==> src/rtl/mem_arbiter.sv <==
// Two-requester (instruction fetch / data) arbiter in front of a single-port word memory
// with 1-cycle read latency. Optional statistics counters are enabled by MEM_ARB_STATS_EN.
`ifndef memModeOut
`define memModeOut 2'b00
`endif
`ifndef memModeIn
`define memModeIn 2'b01
`endif

module mem_arbiter #(
  parameter int unsigned STARVE_LIMIT = 3,
  parameter logic [1:0]  MODE_IDLE    = 2'b11
) (
  input  logic        clk,
  input  logic        reset,
  input  logic        if_req_valid,
  output logic        if_req_ready,
  input  logic [15:0] if_addr,
  output logic        if_rsp_valid,
  output logic [15:0] if_rsp_data,
  input  logic        if_rsp_ready,
  input  logic        dm_req_valid,
  input  logic        dm_req_write,
  output logic        dm_req_ready,
  input  logic [15:0] dm_addr,
  input  logic [15:0] dm_wdata,
  output logic        dm_rsp_valid,
  output logic [15:0] dm_rsp_data,
  input  logic        dm_rsp_ready,
  output logic [1:0]  mem_mode,
  output logic [15:0] mem_addr,
  output logic [15:0] mem_wdata,
`ifdef MEM_ARB_STATS_EN
  output logic [15:0] stall_cycles,
  output logic [15:0] dm_forced_yield,
`endif
  input  logic [15:0] mem_rdata
);

  localparam int CNT_W = (STARVE_LIMIT < 1) ? 1 : $clog2(STARVE_LIMIT + 1);
  localparam logic [CNT_W-1:0] LIMIT_C = CNT_W'(STARVE_LIMIT);

  typedef enum logic [1:0] {S_IDLE, S_READ, S_HOLD} state_e;

  state_e            state_q, state_d;
  logic              owner_q, owner_d;      // 1 = DM owns the outstanding response
  logic [15:0]       hold_q, hold_d;
  logic [CNT_W-1:0]  starve_q, starve_d;

  logic        own_rdy, blocked, force_if, gnt_if, gnt_dm, rd_acc, rsp_on;
  logic [15:0] rsp_data;

  // Grant and memory command
  always_comb begin
    own_rdy  = owner_q ? dm_rsp_ready : if_rsp_ready;
    blocked  = reset || (state_q == S_HOLD) || ((state_q == S_READ) && !own_rdy);
    force_if = (STARVE_LIMIT != 0) && (starve_q == LIMIT_C) && if_req_valid;
    gnt_if   = !blocked && (force_if || (if_req_valid && !dm_req_valid));
    gnt_dm   = !blocked && !force_if && dm_req_valid;
    rd_acc   = gnt_if || (gnt_dm && !dm_req_write);

    if_req_ready = gnt_if;
    dm_req_ready = gnt_dm;
    mem_mode     = MODE_IDLE;
    mem_addr     = 16'h0000;
    mem_wdata    = 16'h0000;
    if (gnt_if) begin
      mem_mode = `memModeOut;
      mem_addr = if_addr;
    end else if (gnt_dm) begin
      mem_mode  = dm_req_write ? `memModeIn : `memModeOut;
      mem_addr  = dm_addr;
      mem_wdata = dm_req_write ? dm_wdata : 16'h0000;
    end
  end

  // Response path
  always_comb begin
    rsp_on       = !reset && (state_q != S_IDLE);
    rsp_data     = (state_q == S_HOLD) ? hold_q : mem_rdata;
    if_rsp_valid = rsp_on && !owner_q;
    dm_rsp_valid = rsp_on && owner_q;
    if_rsp_data  = if_rsp_valid ? rsp_data : 16'h0000;
    dm_rsp_data  = dm_rsp_valid ? rsp_data : 16'h0000;
  end

  // Next state, owner, hold capture and starvation count
  always_comb begin
    state_d  = state_q;
    owner_d  = owner_q;
    hold_d   = hold_q;
    starve_d = starve_q;
    case (state_q)
      S_IDLE: begin
        if (rd_acc) begin
          state_d = S_READ;
          owner_d = gnt_dm;
        end
      end
      S_READ: begin
        if (own_rdy) begin
          state_d = rd_acc ? S_READ : S_IDLE;
          if (rd_acc) owner_d = gnt_dm;
        end else begin
          state_d = S_HOLD;
          hold_d  = mem_rdata;
        end
      end
      S_HOLD: begin
        if (own_rdy) state_d = S_IDLE;
      end
      default: state_d = S_IDLE;
    endcase

    if (gnt_dm && if_req_valid)
      starve_d = (starve_q == LIMIT_C) ? starve_q : starve_q + CNT_W'(1);
    else if (gnt_if || !if_req_valid)
      starve_d = '0;
  end

  always_ff @(posedge clk) begin
    if (reset) begin
      state_q  <= S_IDLE;
      owner_q  <= 1'b0;
      hold_q   <= 16'h0000;
      starve_q <= '0;
    end else begin
      state_q  <= state_d;
      owner_q  <= owner_d;
      hold_q   <= hold_d;
      starve_q <= starve_d;
    end
  end

`ifdef MEM_ARB_STATS_EN
  function automatic logic [15:0] sat_inc(input logic [15:0] v);
    return (v == 16'hFFFF) ? v : v + 16'd1;
  endfunction

  logic [15:0] stall_q, yield_q;
  logic        stall_now;

  // A stall is any valid request left unaccepted this cycle
  assign stall_now = (if_req_valid && !gnt_if) || (dm_req_valid && !gnt_dm);

  always_ff @(posedge clk) begin
    if (reset) begin
      stall_q <= 16'h0000;
      yield_q <= 16'h0000;
    end else begin
      if (stall_now)          stall_q <= sat_inc(stall_q);
      if (force_if && gnt_if) yield_q <= sat_inc(yield_q);
    end
  end

  assign stall_cycles    = stall_q;
  assign dm_forced_yield = yield_q;
`endif

endmodule

==> config.mk <==
export PLATFORM = sky130hd
export DESIGN_NAME = mem_arbiter
export DESIGN_NICKNAME = d
export VERILOG_FILES = /design/src/rtl/mem_arbiter.sv
export SDC_FILE = /design/constraint.sdc
export NUM_CORES = 1
export LEC_CHECK = 0
export BUFFER_PORTS_ARGS = -buffer_cell sky130_fd_sc_hd__buf_4
export CAP_MARGIN = 15
export CORE_MARGIN = 5
export CORE_UTILIZATION = 40
export CTS_CLUSTER_DIAMETER = 80
export DETAILED_ROUTE_END_ITERATION = 6
export PLACE_DENSITY = 0.82
export SYNTH_ARGS = -nofsm -noshare
export SYNTH_HDL_FRONTEND = slang
export SYNTH_SLANG_ARGS = --single-unit
==> constraint.sdc <==
create_clock -name clk -period 2.95 [get_ports clk]
set_clock_uncertainty 0.15 [all_clocks]
set_input_delay 0.7375 -clock clk [delete_from_list [all_inputs] [get_ports clk]]
set_output_delay 0.7375 -clock clk [all_outputs]
set_load 0.01 [all_outputs]
==> out/qor_table.md <==
| Step | Result | This run |
|:---|:---|:---|
| global routing | Total routing usage reported by global routing | 21.12% |
| placement | HPWL reported at the end of detailed placement | 4645 um |
| synthesis | Syn avg cell area | 6.953 um2 |
| power | Worst voltage drop across the vdd grid | 0.0002940 V |
| power | Power per Cell Area | 292.4 nW/um2 |
| drt | Vias per inst | 4.886 |
| power | Switching power | 233.4 uW |
| final layout | Syn-to-layout area delta | 75.43% |
| global routing | Global route overflow | 0 |
| synthesis | Count of different cell masters after synthesis | 29 |
| clock tree | Clock tree from TritonCTS | built |
| clock tree | Clock-pin slew on the worst setup and hold paths | 0.07 ns |
| placement | GPL Wtd Cong | 0.7336 |
| die | Die Outline Area | 5141 um2 |
| power | Leak Pwr | 0.001444 uW |
| synthesis | Fraction of the mapped netlist area in compound gates | 19.72% |
| sta | Achievable frequency | 0.3645 GHz |
| clock tree | Bufs on Longest Clock Path | 2 |
| clock tree | Number of clock sinks | 21 |
| synthesis | Area share of xor/xnor cells in the synthesized design | 0% |
| synthesis | Share of synthesized area spent on multiplexers | 11.91% |
| drt | Wire length reported by the detailed router | 5621 um |
| sta | Max-slew violations | 0 |
| die | Row Count | 22 |
| sta | Worst rel slew slack | 61.55% |
| die | Starting density of the core | 41.28% |
| synthesis | Cell taking the most area after synthesis | dfxtp_1 |
| final layout | Net count reported at finish | 430 |
| synthesis | Cell area after synthesis | 1523 um2 |
| clock tree | Number of buffers added by the clock tree synthesis step | 3 |
| setup path | Critical path launch point type | input pin |
| drt | Number of detailed-routing iterations run before antenna repair | 5 |
| power | Internal power contribution | 547.7 uW |
| setup path | Critical path class | input pin to output pin |
| status | Status | completed |
| synthesis | Yosys reg bits | 21 |
| clock tree | Clock tree root buffer cell | clkbuf_8 |
| placement | Port-buffer cells | 140 |
| synthesis | Simple-gate portion of the synthesized area | 33.44% |
| sta | Setup violation total in the final timing report | 0 |
| sta | Post-layout min period | 2.744 ns |
| global routing | Vias in the first global route | 1928 |
| sta | Slew at the pin with the worst max-slew slack | 0.5767 ns |
| clock tree | Maximum level of the CTS H-tree | 1 |
| sta | Setup repair after global routing missed its margin | no |
| power | Power share of the combinational group | 37.0% |
| die | Floorplan die width | 71.70 um |
| clock tree | Clock latency reported for the late side of the worst-skew pair | 0.26 ns |
| synthesis | Biggest area contributors in the synthesized netlist | dfxtp_1, nor2_1, mux2i_1 |
| global routing | Maximum number of pins on one net before global-route repair | 19 |
| sta | Worst hold slack after final layout | 0.3051 ns |
| clock tree | Post-CTS Setup Inserts | 0 |
| synthesis | Post-Synth Adder-Cell Area | 0.8217% |
| sta | Post-Route Setup TNS | 0 ns |
| drt | Vias after detailed routing | 1979 |
| setup path | Worst-path maximum fanout | 17 |
| clock tree | Number of buffers inserted by hold repair at cts | 0 |
| setup path | Kind of end point of the critical path | output pin |
| final layout | Diode insertion count for antenna repair | 0 |
| synthesis | Yosys warns | 0 |
| synthesis | Combinational family with the most area after synthesis | simple AND/OR/NAND/NOR gates |
| run | Number of max-cap violations | 0 |
| die | Core outline area | 3689 um2 |
| die | I/O pins | 141 |
| setup path | Worst endpoint required time | 2.06 ns |
| global routing | Initial antenna violation count | 0 |
| power | Switching share of total power | 29.88% |
| min path | Kind of path behind the tightest hold check | flop to flop |
| synthesis | Proportion of netlist area held by the largest area contributor | 27.61% |
| setup path | Arrival time worst endpoint | 1.86 ns |
| die | Die span in y | 71.70 um |
| synthesis | Cell count after synthesis | 219 |
| sta | Final hold violation count | 0 |
| final layout | Layout cell share with drive strength beyond 1 | 44.26% |
| power | Clock Power Share | 24.0% |
| synthesis | Net Count, Synth | 291 |
| drt | Drt wl/cell | 13.88 um |
| power | Portion of total power attributed to sequential cells | 39.0% |
| drt | Post-route antenna net violation count | 0 |
| synthesis | Sequential cell area fraction in the yosys report | 27.61% |
| sta | Fin crit share | 93.00% |
| drt | Remaining DRCs | 0 |
| global routing | Global-route wire length before repair | 9066 um |
| drt | Initial detailed-routing violation count | 84 |
| clock tree | Number of cells upsized or downsized after cts | 0 |
[critical path, cell delays in order]
cell and delay (ns):
buf_4 0.16, or3_1 0.61, nor2_1 0.20, buf_4 0.14
[path summary, 6_finish.rpt]
kind | from | endpoint | slack (ns) | cells after the start
worst max-delay path | reset | if_rsp_data[5] | 0.21 | 4
worst min-delay path | hold_q[13] | hold_q[13] | 0.31 | 2
worst max register to register | owner_q | hold_q[12] | 1.19 | 4
worst min register to register | hold_q[13] | hold_q[13] | 0.31 | 2
[logic make-up after synthesis]
kind of cell / after synthesis
simple gates: 114
mux: 18
buf+inv: 20
fa+ha+maj: 1
compound gates: 45
flops: 21
[final cells by class]
type,count,area (um2)
Tap cell,48,60.06
Fill cell,326,1017
Clock buffer,4,45.04
Sequential cell,21,420.4
Inverter,5,18.77
Multi-Input combinational cell,178,1008
Timing Repair Buffer,149,1119
[power by group through the flow]
stage	combinational [uW]	sequential, uW	clock [uW]
detailed placement	291	311	0
finish	289	304	188
floorplan	136	309	0
global route	318	306	205
CTS	292	304	192
global placement	287	310	0
[metal layers]
| layer | track usage (%) | routed length, um | vias to the layer above |
|---|---|---|---|
| li1 | - | - | 1009 |
| met1 | 26.30 | 2170 | 885 |
| met2 | 37.55 | 2933 | 79 |
| met3 | 4.628 | 454 | 6 |
| met4 | 3.549 | 62 | 0 |
| met5 | 0 | 0 | - |
[synth_stat cells (all sizes together)]
master,instances
a211oi,2
a21boi,1
a21oi,20
a22oi,16
a32o,1
and2,18
and3,1
buf,7
clkbuf,8
dfxtp,21
ha,1
inv,5
mux2,1
mux2i,17
nand2,36
nand2b,2
nand3,1
nand3b,1
nor2,51
nor2b,2
o211a,1
o211ai,1
o21ai,3
or2b,1
or3,1
[flip-flops by register name, summed over array words and instances (netlist names)]
name,flops
hold_q,16
owner_q,1
starve_q,2
state_q,2
[stage by stage]
stage | instances | power [uW] | worst slack, ns | instance area, um2 | utilization (%)
final | 405 | 781.2 | 0.2064 | 2671 | 72.42
after global routing | 405 | 829.1 | 0.1010 | 2671 | 72.42
after CTS | 405 | 788.6 | 0.1999 | 2671 | 72.42
after detailed placement | 401 | 602.1 | 0.2009 | 2626 | 71.20
after global placement | 401 | 597.7 | 0.2056 | 2626 | 71.20
after floorplan | 219 | 444.9 | 0.3874 | 1523 | -
[placed cells by master, fill, tap and decap left out, drive strengths merged]
master  count
a211oi      2
a21boi      1
a21oi      20
a22oi      16
a32o        1
and2       18
and3        1
buf       149
clkbuf      4
dfxtp      21
ha          1
inv         5
mux2        1
mux2i      17
nand2      36
nand2b      2
nand3       1
nand3b      1
nor2       51
nor2b       2
o211a       1
o211ai      1
o21ai       3
or2b        1
or3         1
Power figures use the tool's default switching activity.
